## config.mk

```make
export PLATFORM = sky130hd
export DESIGN_NAME = gray_code_counter
export DESIGN_NICKNAME = d
export VERILOG_FILES = /design/src/rtl/gray_code_counter.sv
export SDC_FILE = /design/constraint.sdc
export NUM_CORES = 1
export LEC_CHECK = 0
export ABC_AREA = 1
export ABC_CLOCK_PERIOD_IN_PS = 4640
export CAP_MARGIN = 15
export CORE_MARGIN = 1
export CORE_UTILIZATION = 47
export CTS_CLUSTER_SIZE = 24
export DETAILED_ROUTE_END_ITERATION = 8
export GPL_TIMING_DRIVEN = 0
export PLACE_DENSITY_LB_ADDON = 0.05
export SLEW_MARGIN = 20
export SYNTH_ARGS = -nofsm -noshare
export SYNTH_HDL_FRONTEND = slang
export SYNTH_SLANG_ARGS = --single-unit
```

## constraint.sdc

```tcl
create_clock -name Clk -period 4.64 [get_ports Clk]
set_input_delay 0.928 -clock Clk [delete_from_list [all_inputs] [get_ports Clk]]
set_output_delay 0.928 -clock Clk [all_outputs]
set_load 0.05 [all_outputs]
```

## src/rtl/gray_code_counter.sv

```systemverilog
// Parametrised synchronous Gray-code counter with up/down, enable, binary or Gray load,
// and wrap/saturate boundary handling. Binary and Gray values are both registered.
module gray_code_counter #(
  parameter int          N           = 8,
  parameter int          WRAP        = 1,
  parameter int unsigned RESET_VALUE = 0
) (
  input  logic         Clk,
  input  logic         Rst,
  input  logic         En,
  input  logic         Up,
  input  logic         Load,
  input  logic         LoadGray,
  input  logic [N-1:0] LoadValue,
  output logic [N-1:0] BinCount,
  output logic [N-1:0] GrayCount,
  output logic         TerminalCount,
  output logic         Wrapped
);

  localparam logic [N-1:0] ALL_ONES  = {N{1'b1}};
  localparam logic [N-1:0] ZERO      = {N{1'b0}};
  localparam logic [N-1:0] ONE       = {{(N-1){1'b0}}, 1'b1};
  localparam logic [N-1:0] RESET_BIN = N'(RESET_VALUE);
  localparam logic         WRAP_EN   = (WRAP != 0);

  function automatic logic [N-1:0] bin_to_gray(input logic [N-1:0] b);
    bin_to_gray = b ^ (b >> 1);
  endfunction

  function automatic logic [N-1:0] gray_to_bin(input logic [N-1:0] g);
    logic [N-1:0] b;
    b[N-1] = g[N-1];
    for (int i = N - 2; i >= 0; i--) begin
      b[i] = b[i+1] ^ g[i];
    end
    gray_to_bin = b;
  endfunction

  logic [N-1:0] bin_r;
  logic [N-1:0] gray_r;
  logic         wrapped_r;
  logic [N-1:0] next_bin_s;
  logic         next_wrap_s;
  logic         at_max_s;
  logic         at_zero_s;

  assign at_max_s  = (bin_r == ALL_ONES);
  assign at_zero_s = (bin_r == ZERO);

  // Next binary value and wrap flag; load beats count, reset is applied in the register.
  always_comb begin
    next_bin_s  = bin_r;
    next_wrap_s = 1'b0;
    if (Load) begin
      if (LoadGray) begin
        next_bin_s = gray_to_bin(LoadValue);
      end else begin
        next_bin_s = LoadValue;
      end
    end else if (En) begin
      if (Up) begin
        if (!at_max_s) begin
          next_bin_s = bin_r + ONE;
        end else if (WRAP_EN) begin
          next_bin_s  = ZERO;
          next_wrap_s = 1'b1;
        end else begin
          next_bin_s = bin_r;
        end
      end else begin
        if (!at_zero_s) begin
          next_bin_s = bin_r - ONE;
        end else if (WRAP_EN) begin
          next_bin_s  = ALL_ONES;
          next_wrap_s = 1'b1;
        end else begin
          next_bin_s = bin_r;
        end
      end
    end else begin
      next_bin_s  = bin_r;
      next_wrap_s = 1'b0;
    end
  end

  // Gray is encoded from the next binary value so both registers always agree.
  always_ff @(posedge Clk) begin
    if (Rst) begin
      bin_r     <= RESET_BIN;
      gray_r    <= bin_to_gray(RESET_BIN);
      wrapped_r <= 1'b0;
    end else begin
      bin_r     <= next_bin_s;
      gray_r    <= bin_to_gray(next_bin_s);
      wrapped_r <= next_wrap_s;
    end
  end

  assign BinCount      = bin_r;
  assign GrayCount     = gray_r;
  assign Wrapped       = wrapped_r;
  assign TerminalCount = (Up && at_max_s) || (!Up && at_zero_s);

endmodule

```

==> results of run 1 <==
[kinds of logic after synthesis]
family,synth area share
AO/OA/AOI/OAI,0.0965
XOR/XNOR,0.0397
adder cells (fa/ha/maj),0.0284
buffers and inverters,0.114
flip-flops,0.242
AND/OR/NAND/NOR,0.479
[stage by stage]
| stage | util | cells | total power [mW] |
|---|---|---|---|
| floorplan | - | 213 | 0.331 |
| global placement | 0.639 | 271 | 0.392 |
| detailed placement | 0.639 | 271 | 0.397 |
| CTS | 0.648 | 274 | 0.467 |
| global route | 0.648 | 274 | 0.498 |
| finish | 0.648 | 274 | 0.465 |
[worst max-delay path by stage]
stage / startpoint / end / slack, ns / cells past startpoint
floorplan: BinCount[1]$_SDFF_PP0_ / TerminalCount / 2.06 / 5
CTS: BinCount[1]$_SDFF_PP0_ / TerminalCount / 1.49 / 6
global placement: Up / TerminalCount / 1.60 / 5
finish: BinCount[1]$_SDFF_PP0_ / TerminalCount / 1.46 / 6
detailed placement: Up / TerminalCount / 1.61 / 5
global route: BinCount[1]$_SDFF_PP0_ / TerminalCount / 1.36 / 6
[final cells by class]
cell class                      instances  area (um2)
Fill cell                             254         905
Multi-Input combinational cell        164         851
Sequential cell                        16         320
Timing Repair Buffer                   28         280
Inverter                               25        93.8
Buffer                                  8        57.6
Tap cell                               30        37.5
Clock buffer                            3        22.5
[sequential cells by signal, summed over array words and instances (netlist names)]
signal and flops:
Wrapped 1, BinCount 8, GrayCount 7
[cell usage after synthesis, types with 2 or more instances]
library cell | n | area, um2
nor2_1 | 19 | 71.3
inv_2 | 4 | 15.0
nand4_1 | 3 | 18.8
buf_4 | 3 | 22.5
dfxtp_1 | 16 | 320
o21ai_0 | 7 | 35.0
nand3_2 | 5 | 50.1
nand2_1 | 60 | 225
xor2_1 | 3 | 26.3
a21oi_1 | 10 | 50.1
buf_6 | 2 | 22.5
nor2_2 | 8 | 50.1
inv_1 | 20 | 75.1
clkbuf_1 | 2 | 7.51
xnor2_1 | 3 | 26.3
ha_1 | 3 | 37.5
nand3_1 | 27 | 135
nor3_2 | 2 | 20.0
nand2_2 | 7 | 43.8
[report_power, final]
group	switching [mW]	internal [mW]
sequential	0.0121	0.152
clock	0.0405	0.0302
combinational	0.150	0.0804
[worst max-delay path: stages (launching register included)]
cell and delay, ns:
dfxtp_1 0.46, ha_1 0.27, nand3_2 0.13, inv_1 0.12, nand3_2 0.11, nand2_1 0.08, clkdlybuf4s50_1 0.79
[per-layer routing]
metal | up-vias | routed length, um | GRT usage
met5 | - | 0 | 0
met4 | 0 | 0 | 0.0625
met3 | 0 | 203 | 0.0519
met2 | 48 | 1590 | 0.450
met1 | 609 | 1450 | 0.289
li1 | 745 | - | -
==> reports/results.tsv, run 1 <==
metric	value	unit
Yosys cell types	28	
Via-to-Cell Ratio	5.12	
layout cells sized above 1	0.156	
# diodes	0	
average cell area after synthesis	6.21	um2
Clock Sinks	16	
vias in the first global route	1275	
ys flop type	dfxtp_1	
pre-CTS WS	1.61	ns
tightest hold margin	0.762	ns
reg2reg path depth	12	
I/O pin total	32	
Slew @ Worst Pin	0.500	ns
Die Ht	55.0	um
EDFF count, synth	0	
syn nets	230	
commonest non-fill, non-tap cells in the layout	nand2_1 (60), clkdlybuf4s50_1 (28), nand3_1 (27)	
die footprint	0.00303	mm2
global route overflow	0	
first-pass GRT wire length	5350	um
Final Instance Area	0.00166	mm2
H-tree depth	1	
Setup-failing EPs final	0	
1st-iter DRT viols	41	
RR Endpoint	GrayCount[4]$_SDFF_PP0_	
RSZ-0062 raised after global routing	false	
R2R Path Start	BinCount[0]$_SDFF_PP0_	
Final Wtd Congestion	0.850	
WP data required	3.71	ns
Worst Setup End Kind	output pin	
final wirelength	3240	um
Max VDD drop	294	uV
routed wire length per instance	11.8	um
critical path type	reg -> out	
IO buf count	28	
status	completed	
CTS tree	done	
Post-DP HPWL	2630	um
largest net degree at the start of global routing	11	
antenna violations before repair	0	
Post-Syn Instances	213	
max-slew violations	0	
CTS Buf Count	3	
final worst-path setup slack	1.46	ns
die width	55.0	um
DRC errors left	0	
Area Growth Syn to Fin	25.7	%
Via Count	1402	
Setup Fix Bufs, Post-CTS	0	
post-synthesis sequential area ratio	0.242	
Rel. slew slack	0.666	
fmax	0.314	GHz
Post-Syn Area	0.00132	mm2
min Tclk post-route	3.18	ns
Initial Util	0.515	
post-CTS sizing	0	
DRT Pass-1 Iters	4	
hold depth	4	
Worst Min Path Start	BinCount[6]$_SDFF_PP0_	
Clock transition at path regs	0.09	ns
startpoint types	flip-flop	
asr flop ratio synth	0	
worst-path fanout max	6	
Hold Crit Class	reg -> reg	
GRT Util Overall	0.246	
Max Cap Violations	0	
hold bufs inserted after CTS	0	
flops & latches, synth	16	
num rows	18	
P per Cell Area	280	mW/mm2
leading cell type in the layout, fill and taps excluded	nand2_1	
worst hold path endpoint	BinCount[6]$_SDFF_PP0_	
Final TNS setup	0	ns
core area	0.00257	mm2
Antenna Nets Post-Route	0	
nets@finish	263	
LEAKAGE	0.788	nW
Area after DPL	0.00164	mm2
fin crit share	0.685	
reg-to-reg setup timing slack	2.79	ns
Root Driver	clkbuf_4	
Yosys warnings	0	
worst-skew pair later-pin latency	0.28	ns
final hold vios	0	
arrival time at the worst endpoint	2.25	ns
Final Skew	0.00431	ns
Clock Path Buffers	2	
No activity file was read; power rests on OpenSTA's default activity.
==> run 2: changes to the inputs <==
- ABC_CLOCK_PERIOD_IN_PS: 4640 -> 2900
- CORE_UTILIZATION: 47 -> 44
- clock period: 4.64 -> 2.9 ns (I/O delays scaled with it)
==> run 2 against run 1 <==
Compared with the run above:
- die area is 6.6% higher
- the flow now finishes with violations (design-rule violations)
- critical path type unchanged
- critical endpoint unchanged
- core utilization is 4.9 points lower
- sequential share of layout area is 0.20 points lower
- register-to-register slack worse by 1.7 ns
==> reports/results.tsv, run 2 (same netlist as run 1, synthesis figures left out) <==
metric	value	unit	change
status	complete, but fails checks		
failing checks	design-rule violations		
critical path type	reg -> out		
RSZ-0062 raised after global routing	false		
most frequent CP cell	nand3_2		
Clock transition at path regs	0.09	ns	about the same
Final Skew	0.00477	ns	+0.000462 ns
Max Cap Violations	0		unchanged
Final Instance Area	0.00168	mm2	+1.1%
worst hold path endpoint	BinCount[0]$_SDFF_PP0_		
arrival time at the worst endpoint	1.84	ns	-0.41 ns
nets@finish	263		unchanged
CP max stage cell	dfxtp_1		
met2 wire len	1300	um	-19%
max reg flops	8		unchanged
1st-iter DRT viols	39		-4.9%
Max VDD drop	343	uV	+17%
CTS Buf Count	3		unchanged
fin crit share	0.834		
RR Endpoint	GrayCount[3]$_SDFF_PP0_		
Clock Path Buffers	2		unchanged
Initial Util	0.471		-0.0437
max-slew violations	0		unchanged
Setup-failing EPs final	0		unchanged
min Tclk post-route	2.42	ns	
Post-DP HPWL	2380	um	-9.3%
DRT Pass-1 Iters	6		+2
post-CTS sizing	0		unchanged
slowest cell delay on critical path	0.45	ns	-0.34 ns
commonest non-fill, non-tap cells in the layout	nand2_1 (60), nand3_1 (27), clkdlybuf4s50_1 (27)		
leading cell type in the layout, fill and taps excluded	nand2_1		
largest net degree at the start of global routing	11		unchanged
hold depth	2		-2
Slew @ Worst Pin	0.502	ns	+0.00201 ns
Final Wtd Congestion	0.865		+1.8%
P per Cell Area	460	mW/mm2	+65%
die footprint	0.00323	mm2	+6.6%
Area after DPL	0.00164	mm2	about the same
vias in the first global route	1215		-4.7%
metal3 WL	111	um	-45%
Final TNS setup	0	ns	unchanged
fin util	0.599		-0.0486
first-pass GRT wire length	5110	um	-4.4%
Pwr Total	774	uW	+66%
fmax	0.413	GHz	
core area	0.00281	mm2	+9.3%
Setup Fix Bufs, Post-CTS	0		unchanged
final hold vios	0		unchanged
routed wire length per instance	10.7	um	-9.3%
Worst Path Buf+Inv	2		unchanged
Via-to-Cell Ratio	4.85		-5.2%
final wirelength	2960	um	-8.6%
R2R Path Start	BinCount[0]$_SDFF_PP0_		
layout cells sized above 1	0.159		+0.00345
Worst Setup End Kind	output pin		
Die Ht	56.8	um	+3.2%
reg-to-reg setup timing slack	1.05	ns	-1.74 ns
CTS tree	done		
Top delay family on crit path	buffers and inverters		
top sig layer	met3		
Worst Min Path Start	Rst		
worst-path fanout max	6		unchanged
Area Growth Syn to Fin	27.1	%	
WP data required	2.32	ns	-1.39 ns
# diodes	0		unchanged
startpoint types	flip-flop		
global route overflow	0		unchanged
IO buf count	28		unchanged
GRT Util Overall	0.202		-0.0447
Antenna Nets Post-Route	0		unchanged
I/O pin total	32		unchanged
num rows	19		+1
final worst-path setup slack	0.481	ns	-0.979 ns
worst-skew pair later-pin latency	0.29	ns	about the same
hold bufs inserted after CTS	0		unchanged
Hold Crit Class	in -> reg		
pre-CTS WS	0.418	ns	-1.19 ns
Clock Sinks	16		unchanged
LEAKAGE	0.812	nW	+3.2%
Via Count	1339		-4.5%
antenna violations before repair	0		unchanged
H-tree depth	1		unchanged
Root Driver	clkbuf_4		
WL met1	1560	um	+7.5%
reg2reg path depth	12		unchanged
Rel. slew slack	0.664		-0.00135
DRC errors left	6		+6
die width	56.8	um	+3.2%
critical path cell sequence	ha_1 -> nand3_2 -> inv_1 -> nand3_2 -> nand2_1 -> dlymetal6s2s_1		
run 2: through the flow:
step | hold WS (ns) | instances
2_1_floorplan | 0.807 | 213
3_3_place_gp | 0.739 | 272
3_5_place_dp | 0.746 | 272
4_1_cts | 0.558 | 276
5_1_grt | 0.556 | 276
6_report | 0.560 | 276
run 2: worst max path at each step:
stage / start / to / slack (ns) / depth (start not counted)
2_1_floorplan: BinCount[1]$_SDFF_PP0_ / TerminalCount / 0.66 / 5
3_3_place_gp: BinCount[1]$_SDFF_PP0_ / TerminalCount / 0.42 / 6
3_5_place_dp: BinCount[1]$_SDFF_PP0_ / TerminalCount / 0.42 / 6
4_1_cts: BinCount[1]$_SDFF_PP0_ / TerminalCount / 0.09 / 6
5_1_grt: BinCount[1]$_SDFF_PP0_ / TerminalCount / 0.34 / 6
6_report: BinCount[1]$_SDFF_PP0_ / TerminalCount / 0.48 / 6
run 2: area by class of cell:
| cell class | instances | area [um2] |
|---|---|---|
| Buffer | 8 | 57.6 |
| Sequential cell | 16 | 320 |
| Fill cell | 303 | 1120 |
| Tap cell | 31 | 38.8 |
| Clock buffer | 4 | 36.3 |
| Multi-Input combinational cell | 164 | 851 |
| Inverter | 25 | 93.8 |
| Timing Repair Buffer | 28 | 283 |
run 2: power breakdown:
| group | switching, mW | total [mW] | internal, mW |
|---|---|---|---|
| sequential | 0.0188 | 0.263 | 0.244 |
| clock | 0.0718 | 0.148 | 0.0765 |
| combinational | 0.234 | 0.363 | 0.128 |
run 2: layer usage:
| metal | vias up | track usage |
|---|---|---|
| li1 | 746 | - |
| met1 | 567 | 0.265 |
| met2 | 26 | 0.342 |
| met3 | 0 | 0.0438 |
| met4 | 0 | 0.0348 |
| met5 | - | 0 |
